$ cat src/rtl/seg_pkg.sv
// Shared types and constants for the multiplexed 7-segment scheduler.
package seg_pkg;

    typedef enum logic {
        SHOW_SCORE = 1'b0,
        SHOW_ALERT = 1'b1
    } owner_e;

    typedef logic [3:0] bcd_t;

    localparam logic [3:0]  COM_OFF   = 4'b1111;
    localparam logic [3:0]  COM_DIG0  = 4'b1110;
    localparam logic [3:0]  COM_DIG1  = 4'b1101;
    localparam logic [3:0]  COM_DIG2  = 4'b1011;
    localparam logic [3:0]  COM_DIG3  = 4'b0111;
    localparam logic [13:0] SCORE_MAX = 14'd9999;

    function automatic logic [3:0] com_pattern(input logic [1:0] idx);
        logic [3:0] pat;
        case (idx)
            2'd0:    pat = COM_DIG0;
            2'd1:    pat = COM_DIG1;
            2'd2:    pat = COM_DIG2;
            default: pat = COM_DIG3;
        endcase
        return pat;
    endfunction

endpackage

$ cat src/rtl/seg_display_sched_bin2bcd.sv
// Sequential double-dabble converter: 14-bit binary to four BCD digits.
// Start is taken only when idle; done is high in the cycle before busy drops, 15 cycles after start.
module bin2bcd_seq
    import seg_pkg::*;
(
    input  logic        clk_i,
    input  logic        rst_n_i,
    input  logic        start_i,
    input  logic [13:0] bin_i,
    output logic        busy_o,
    output logic        done_o,
    output logic [15:0] bcd_o
);

    logic [13:0] bin_q, bin_d;
    logic [15:0] bcd_q, bcd_d;
    logic [15:0] adj;
    logic [3:0]  cnt_q, cnt_d;
    logic        busy_q, busy_d;

    always_comb begin
        bin_d  = bin_q;
        bcd_d  = bcd_q;
        cnt_d  = cnt_q;
        busy_d = busy_q;
        adj    = bcd_q;
        if (busy_q) begin
            if (cnt_q != 4'd0) begin
                for (int i = 0; i < 4; i++) begin
                    if (adj[4*i +: 4] >= 4'd5) adj[4*i +: 4] = adj[4*i +: 4] + 4'd3;
                end
                {bcd_d, bin_d} = {adj, bin_q} << 1;
                cnt_d          = cnt_q - 4'd1;
            end else begin
                busy_d = 1'b0;
            end
        end else if (start_i) begin
            bin_d  = bin_i;
            bcd_d  = '0;
            cnt_d  = 4'd14;
            busy_d = 1'b1;
        end
    end

    always_ff @(posedge clk_i) begin
        if (!rst_n_i) begin
            bin_q  <= '0;
            bcd_q  <= '0;
            cnt_q  <= '0;
            busy_q <= 1'b0;
        end else begin
            bin_q  <= bin_d;
            bcd_q  <= bcd_d;
            cnt_q  <= cnt_d;
            busy_q <= busy_d;
        end
    end

    assign busy_o = busy_q;
    assign done_o = busy_q && (cnt_q == 4'd0);
    assign bcd_o  = bcd_q;

endmodule

$ cat src/rtl/seg_display_sched.sv
// 4-digit display scheduler: score vs alert ownership, scan multiplexing, background BCD conversion.
// Optional SEG_LEADING_ZERO_BLANK_EN darkens leading zeros of the score; otherwise blank stays 0.
module seg_display_sched
    import seg_pkg::*;
#(
    parameter int unsigned CLK_HZ      = 50_000_000,
    parameter int unsigned SCAN_HZ     = 1000,
    parameter int unsigned HOLD_FRAMES = 2000
) (
    input  logic        CLK,
    input  logic        RST_N,
    input  logic [13:0] score,
    input  logic        alert_req,
    input  logic [15:0] alert_digits,
    output logic        alert_ack,
    output logic [3:0]  COM,
    output logic [3:0]  bcd_out,
    output logic        blank,
    output logic        showing_alert
);

    localparam int unsigned DIV = CLK_HZ / (SCAN_HZ * 4);
    localparam int unsigned PW  = (DIV > 1) ? $clog2(DIV) : 1;
    localparam int unsigned FW  = $clog2(HOLD_FRAMES + 1);

    owner_e      owner_q;
    logic [PW-1:0] presc_q, presc_d;
    logic [1:0]  idx_q;
    logic [FW-1:0] frame_q, frame_d;
    logic [15:0] alert_dig_q, score_dig_q;
    logic [13:0] last_q, score_clamped;
    logic [3:0]  com_q;
    bcd_t        bcd_q, disp_dig;
    logic        blank_q, blank_d, ack_q;
    logic [15:0] disp_src, conv_bcd;
    logic        tick, conv_start, conv_busy, conv_done;

    assign tick          = (presc_q == PW'(DIV - 1));
    assign presc_d       = tick ? '0 : presc_q + PW'(1);
    assign frame_d       = frame_q + FW'(1);
    assign score_clamped = (score > SCORE_MAX) ? SCORE_MAX : score;
    assign conv_start    = (score_clamped != last_q) && !conv_busy;

    bin2bcd_seq u_bin2bcd (
        .clk_i   (CLK),
        .rst_n_i (RST_N),
        .start_i (conv_start),
        .bin_i   (score_clamped),
        .busy_o  (conv_busy),
        .done_o  (conv_done),
        .bcd_o   (conv_bcd)
    );

    // idx_q is the digit that the next scan tick will enable.
    always_comb begin
        disp_src = (owner_q == SHOW_ALERT) ? alert_dig_q : score_dig_q;
        disp_dig = disp_src[{idx_q, 2'b00} +: 4];
        blank_d  = 1'b0;
`ifdef SEG_LEADING_ZERO_BLANK_EN
        if (owner_q == SHOW_SCORE) begin
            case (idx_q)
                2'd1:    blank_d = (score_dig_q[15:4] == 12'd0);
                2'd2:    blank_d = (score_dig_q[15:8] == 8'd0);
                2'd3:    blank_d = (score_dig_q[15:12] == 4'd0);
                default: blank_d = 1'b0;
            endcase
        end
`endif
    end

    always_ff @(posedge CLK) begin
        if (!RST_N) begin
            owner_q     <= SHOW_SCORE;
            presc_q     <= '0;
            idx_q       <= 2'd0;
            frame_q     <= '0;
            alert_dig_q <= '0;
            score_dig_q <= '0;
            last_q      <= '0;
            com_q       <= COM_OFF;
            bcd_q       <= '0;
            blank_q     <= 1'b0;
            ack_q       <= 1'b0;
        end else begin
            presc_q <= presc_d;
            ack_q   <= 1'b0;
            if (tick) begin
                idx_q   <= idx_q + 2'd1;
                com_q   <= com_pattern(idx_q);
                bcd_q   <= disp_dig;
                blank_q <= blank_d;
            end
            if (conv_done)  score_dig_q <= conv_bcd;
            if (conv_start) last_q      <= score_clamped;
            case (owner_q)
                SHOW_SCORE: begin
                    if (alert_req) begin
                        alert_dig_q <= alert_digits;
                        ack_q       <= 1'b1;
                        frame_q     <= '0;
                        owner_q     <= SHOW_ALERT;
                    end
                end
                SHOW_ALERT: begin
                    // A frame completes on the tick that wraps digit 3 back to 0.
                    if (tick && idx_q == 2'd3) begin
                        if (frame_d == FW'(HOLD_FRAMES)) begin
                            frame_q <= '0;
                            owner_q <= SHOW_SCORE;
                        end else begin
                            frame_q <= frame_d;
                        end
                    end
                end
                default: owner_q <= SHOW_SCORE;
            endcase
        end
    end

    assign COM           = com_q;
    assign bcd_out       = bcd_q;
    assign blank         = blank_q;
    assign alert_ack     = ack_q;
    assign showing_alert = (owner_q == SHOW_ALERT);

endmodule

$ cat config.mk
export PLATFORM = sky130hd
export DESIGN_NAME = seg_display_sched
export DESIGN_NICKNAME = d
export VERILOG_FILES = /design/src/rtl/seg_pkg.sv /design/src/rtl/seg_display_sched_bin2bcd.sv /design/src/rtl/seg_display_sched.sv
export SDC_FILE = /design/constraint.sdc
export NUM_CORES = 1
export LEC_CHECK = 0
export CORE_ASPECT_RATIO = 1.2
export CORE_UTILIZATION = 25
export DETAILED_ROUTE_END_ITERATION = 8
export GPL_TIMING_DRIVEN = 0
export PLACE_DENSITY_LB_ADDON = 0.08
export SLEW_MARGIN = 30
export SYNTH_ARGS = -nofsm -noshare
export SYNTH_HDL_FRONTEND = slang
export SYNTH_SLANG_ARGS = --single-unit
$ cat constraint.sdc
create_clock -name CLK -period 2.9 [get_ports CLK]
set_input_delay 0.29 -clock CLK [delete_from_list [all_inputs] [get_ports CLK]]
set_output_delay 0.29 -clock CLK [all_outputs]
set_load 0.01 [all_outputs]
==> results_dict.tcl <==
set metrics [dict create \
    cts_buffer_depth 2 \
    cts.sinks 118 \
    cp-startpoint "score[9]" \
    final.fill_count 2426 \
    netlist_top_cells_area "dfxtp_1 41%, nand2_1 9.8%, a21oi_1 6.2%" \
    tritoncts "yes" \
    relSlewSlack_pct 44.20 \
    switching_share_pct 24.45 \
    rr_startpoint "last_q[9]$_SDFFE_PN0P_" \
    yosysTopAreaCellShare_pct 41.09 \
    hp-class "in -> reg" \
    crit_path_end_kind "flop" \
    seqCellArea_um2 2362 \
    rows 60 \
    ir_drop_mv 0.3878 \
    htreeDepth 4 \
    internal-power_mw 3.176 \
    gp_congestion 0.8518 \
    synthTopCellsByCount "150 x nand2_1, 118 x dfxtp_1, 71 x a21oi_1" \
    die_y_um 168.1 \
    initial_utilization_pct 25.53 \
    synth_area_per_cell_um2 8.356 \
    drc 0 \
    antenna_found_initial 0 \
    synth-edff-count 0 \
    setup_viol 0 \
    ys_seq_area_share_pct 41.09 \
    grt_usage_pct 14.81 \
    viasPerCell 4.834 \
    dr.pass1.iters 5 \
    drtIter0Drc 220 \
    cts-buffers-inserted 17 \
    drt-total-wl_mm 16.55 \
    via_count 5042 \
    crit_arrival_ps 3140 \
    design_power_total_mw 4.203 \
    grt_pass1_wl_mm 26.85 \
    finalNetCount 800 \
    pwr-share-comb_pct 9.8 \
    endpoint "u_bin2bcd.bcd_o[14]$_SDFFE_PN0P_" \
    fmax_ghz 0.3568 \
    yosys.cell_types.count 55 \
    worstMarginPinSlew_ps 837.1 \
    io_pins 44 \
    syn2layout_area_growth_pct 24.42 \
    crit_fanout 10 \
    finalCritPeriodShare_pct 96.65 \
    cts-root-buf "clkbuf_16" \
    coreArea_um2 22520 \
    ys.flop_type "dfxtp_1" \
    dp_hpwl_mm 12.08 \
    drive_above_1_share_pct 9.031 \
    fin_worst_skew_ps 8.862 \
    worstPathRequired_ps 3230 \
    ys_warn_count 0 \
    r2r_cells 8 \
    synth.most_common_cell "nand2_1" \
    outcome "complete, no violations" \
    switchingPower_mw 1.028 \
    grt_start_max_net_pins 17 \
    synthCells 688 \
    maxSlewViolCount 0 \
    die_area_um2 23610 \
    utilization_pct 31.76 \
    fin_setup_tns_ps 0 \
    critPathKind "in -> reg" \
    ys_seq_elements 118 \
    p_leak_nw 2.556 \
    ff2ff_setup_slack_ps 150 \
    power.density_nw_per_um2 587.6 \
    grt_pass1_vias 5123 \
    clock_latency_ps 410 \
    cap_viol_max_count 0 \
    drtAntennaViolNets 0 \
    globalRouteOverflowTotal 0 \
    holdBufCountCts 0 \
    pwr-share-clk_pct 49.2 \
    netlist_area_um2 5749 \
    ys_async_sr_fraction_pct 0 \
    diodes 0 \
    min_period_ps 2803 \
    wl_per_cell_um 15.86 \
    clkTransAtPathRegs_ps 60 \
    multi_input_area_um2 3164 \
    port_buffers 42 \
    synth_top_area_cell "dfxtp_1" \
    p_seq_share_pct 41.0 \
    hold_viol_final 0 \
    syn_nets 737 \
    r2r-end "u_bin2bcd.bcd_o[14]$_SDFFE_PN0P_" \
    die_x_um 140.4 \
    cp-start-kind "input port" \
]
[per-stage QoR]
step           instance area, um^2  hold WS [ps]  setup WS [ps]  std cells
4_1_cts                       7131         352.4          13.19       1044
3_5_place_dp                  6530         446.3         -875.9       1010
2_1_floorplan                 5749         426.0          179.9        688
3_3_place_gp                  6519         441.6         -834.2       1009
5_1_grt                       7153         215.9         -12.42       1043
6_report                      7153         224.3          97.22       1043
[power by group through the flow]
| stage | Clock (mW) | Combinational [mW] | Sequential, mW |
|---|---|---|---|
| floorplan | 0 | 0.253 | 1.75 |
| global placement | 0 | 0.404 | 1.76 |
| detailed placement | 0 | 0.409 | 1.76 |
| CTS | 2.11 | 0.416 | 1.72 |
| global route | 2.19 | 0.461 | 1.73 |
| finish | 2.07 | 0.411 | 1.72 |
[per-layer routing]
layer | track usage [%] | routed length, um
met5 | 0 | 0
met4 | 6.307 | 367
met2 | 26.46 | 8435
met3 | 2.787 | 470
met1 | 17.19 | 7272
[critical path, cell delays in order]
cell and delay [ps]:
clkdlybuf4s50_1 520, or4_2 650, mux2i_1 150, nor3_1 80, or4_4 590, o31a_1 320
clkbuf_4 200, buf_6 170, o22ai_1 170
[layout by cell type (no fill, tap or decap), drive strengths merged, types with 11 or more instances in the layout]
cell and n:
o21ai 36, nor2 40, ha 16, nand2 150, inv 18, clkdlybuf4s50 38, clkbuf 55, xnor2 12
nor3 11, dfxtp 118, mux2i 30, xor2 12, a21oi 71, nand3 13
[final cells by class]
cell class	count	area share (%)
inverter	18	0.9446
timing repair buffer	46	6.297
clock buffer	23	6.682
clock inverter	9	1.399
tap	279	4.880
multi-input combinational	512	44.24
buffer	38	2.536
sequential	118	33.02
[repair_timing]
item | in CTS | in global routing
setup endpoints to repair | 48 | 17
gates cloned | 0 | 0
buffers inserted | 2 | 1
gates resized for setup | 5 | 10
pin swaps | 3 | 1
[flip-flops by register name (all words and copies together), names as in the netlist, 4 cells and up]
register         cells
u_bin2bcd.cnt_q      4
last_q              14
u_bin2bcd.bcd_o     16
score_dig_q         16
u_bin2bcd.bin_q     14
COM                  4
bcd_out              4
frame_q             11
presc_q             14
alert_dig_q         16
[how the worst min path moves through the flow]
stage,startpoint,endpoint,slack (ps),cells past startpoint
global placement,alert_dig_q[13]$_SDFFE_PN0P_,alert_dig_q[13]$_SDFFE_PN0P_,440,2
CTS,score[6],last_q[6]$_SDFFE_PN0P_,350,3
global route,score[5],last_q[5]$_SDFFE_PN0P_,220,3
finish,score[5],last_q[5]$_SDFFE_PN0P_,220,3
floorplan,alert_digits[0],alert_dig_q[0]$_SDFFE_PN0P_,430,2
detailed placement,alert_dig_q[4]$_SDFFE_PN0P_,alert_dig_q[4]$_SDFFE_PN0P_,450,2
[cells by family after synthesis]
| logic type | count (synthesis) | synth area share (%) |
|---|---|---|
| flip-flops | 118 | 41.09 |
| XOR/XNOR | 24 | 3.656 |
| other | 1 | 0.06523 |
| AND/OR/NAND/NOR | 278 | 22.44 |
| AO/OA/AOI/OAI | 154 | 16.43 |
| multiplexers | 39 | 8.553 |
| adder cells (fa/ha/maj) | 16 | 3.482 |
| buffers and inverters | 58 | 4.287 |
Note: power is estimated with default switching activity, not from simulation.
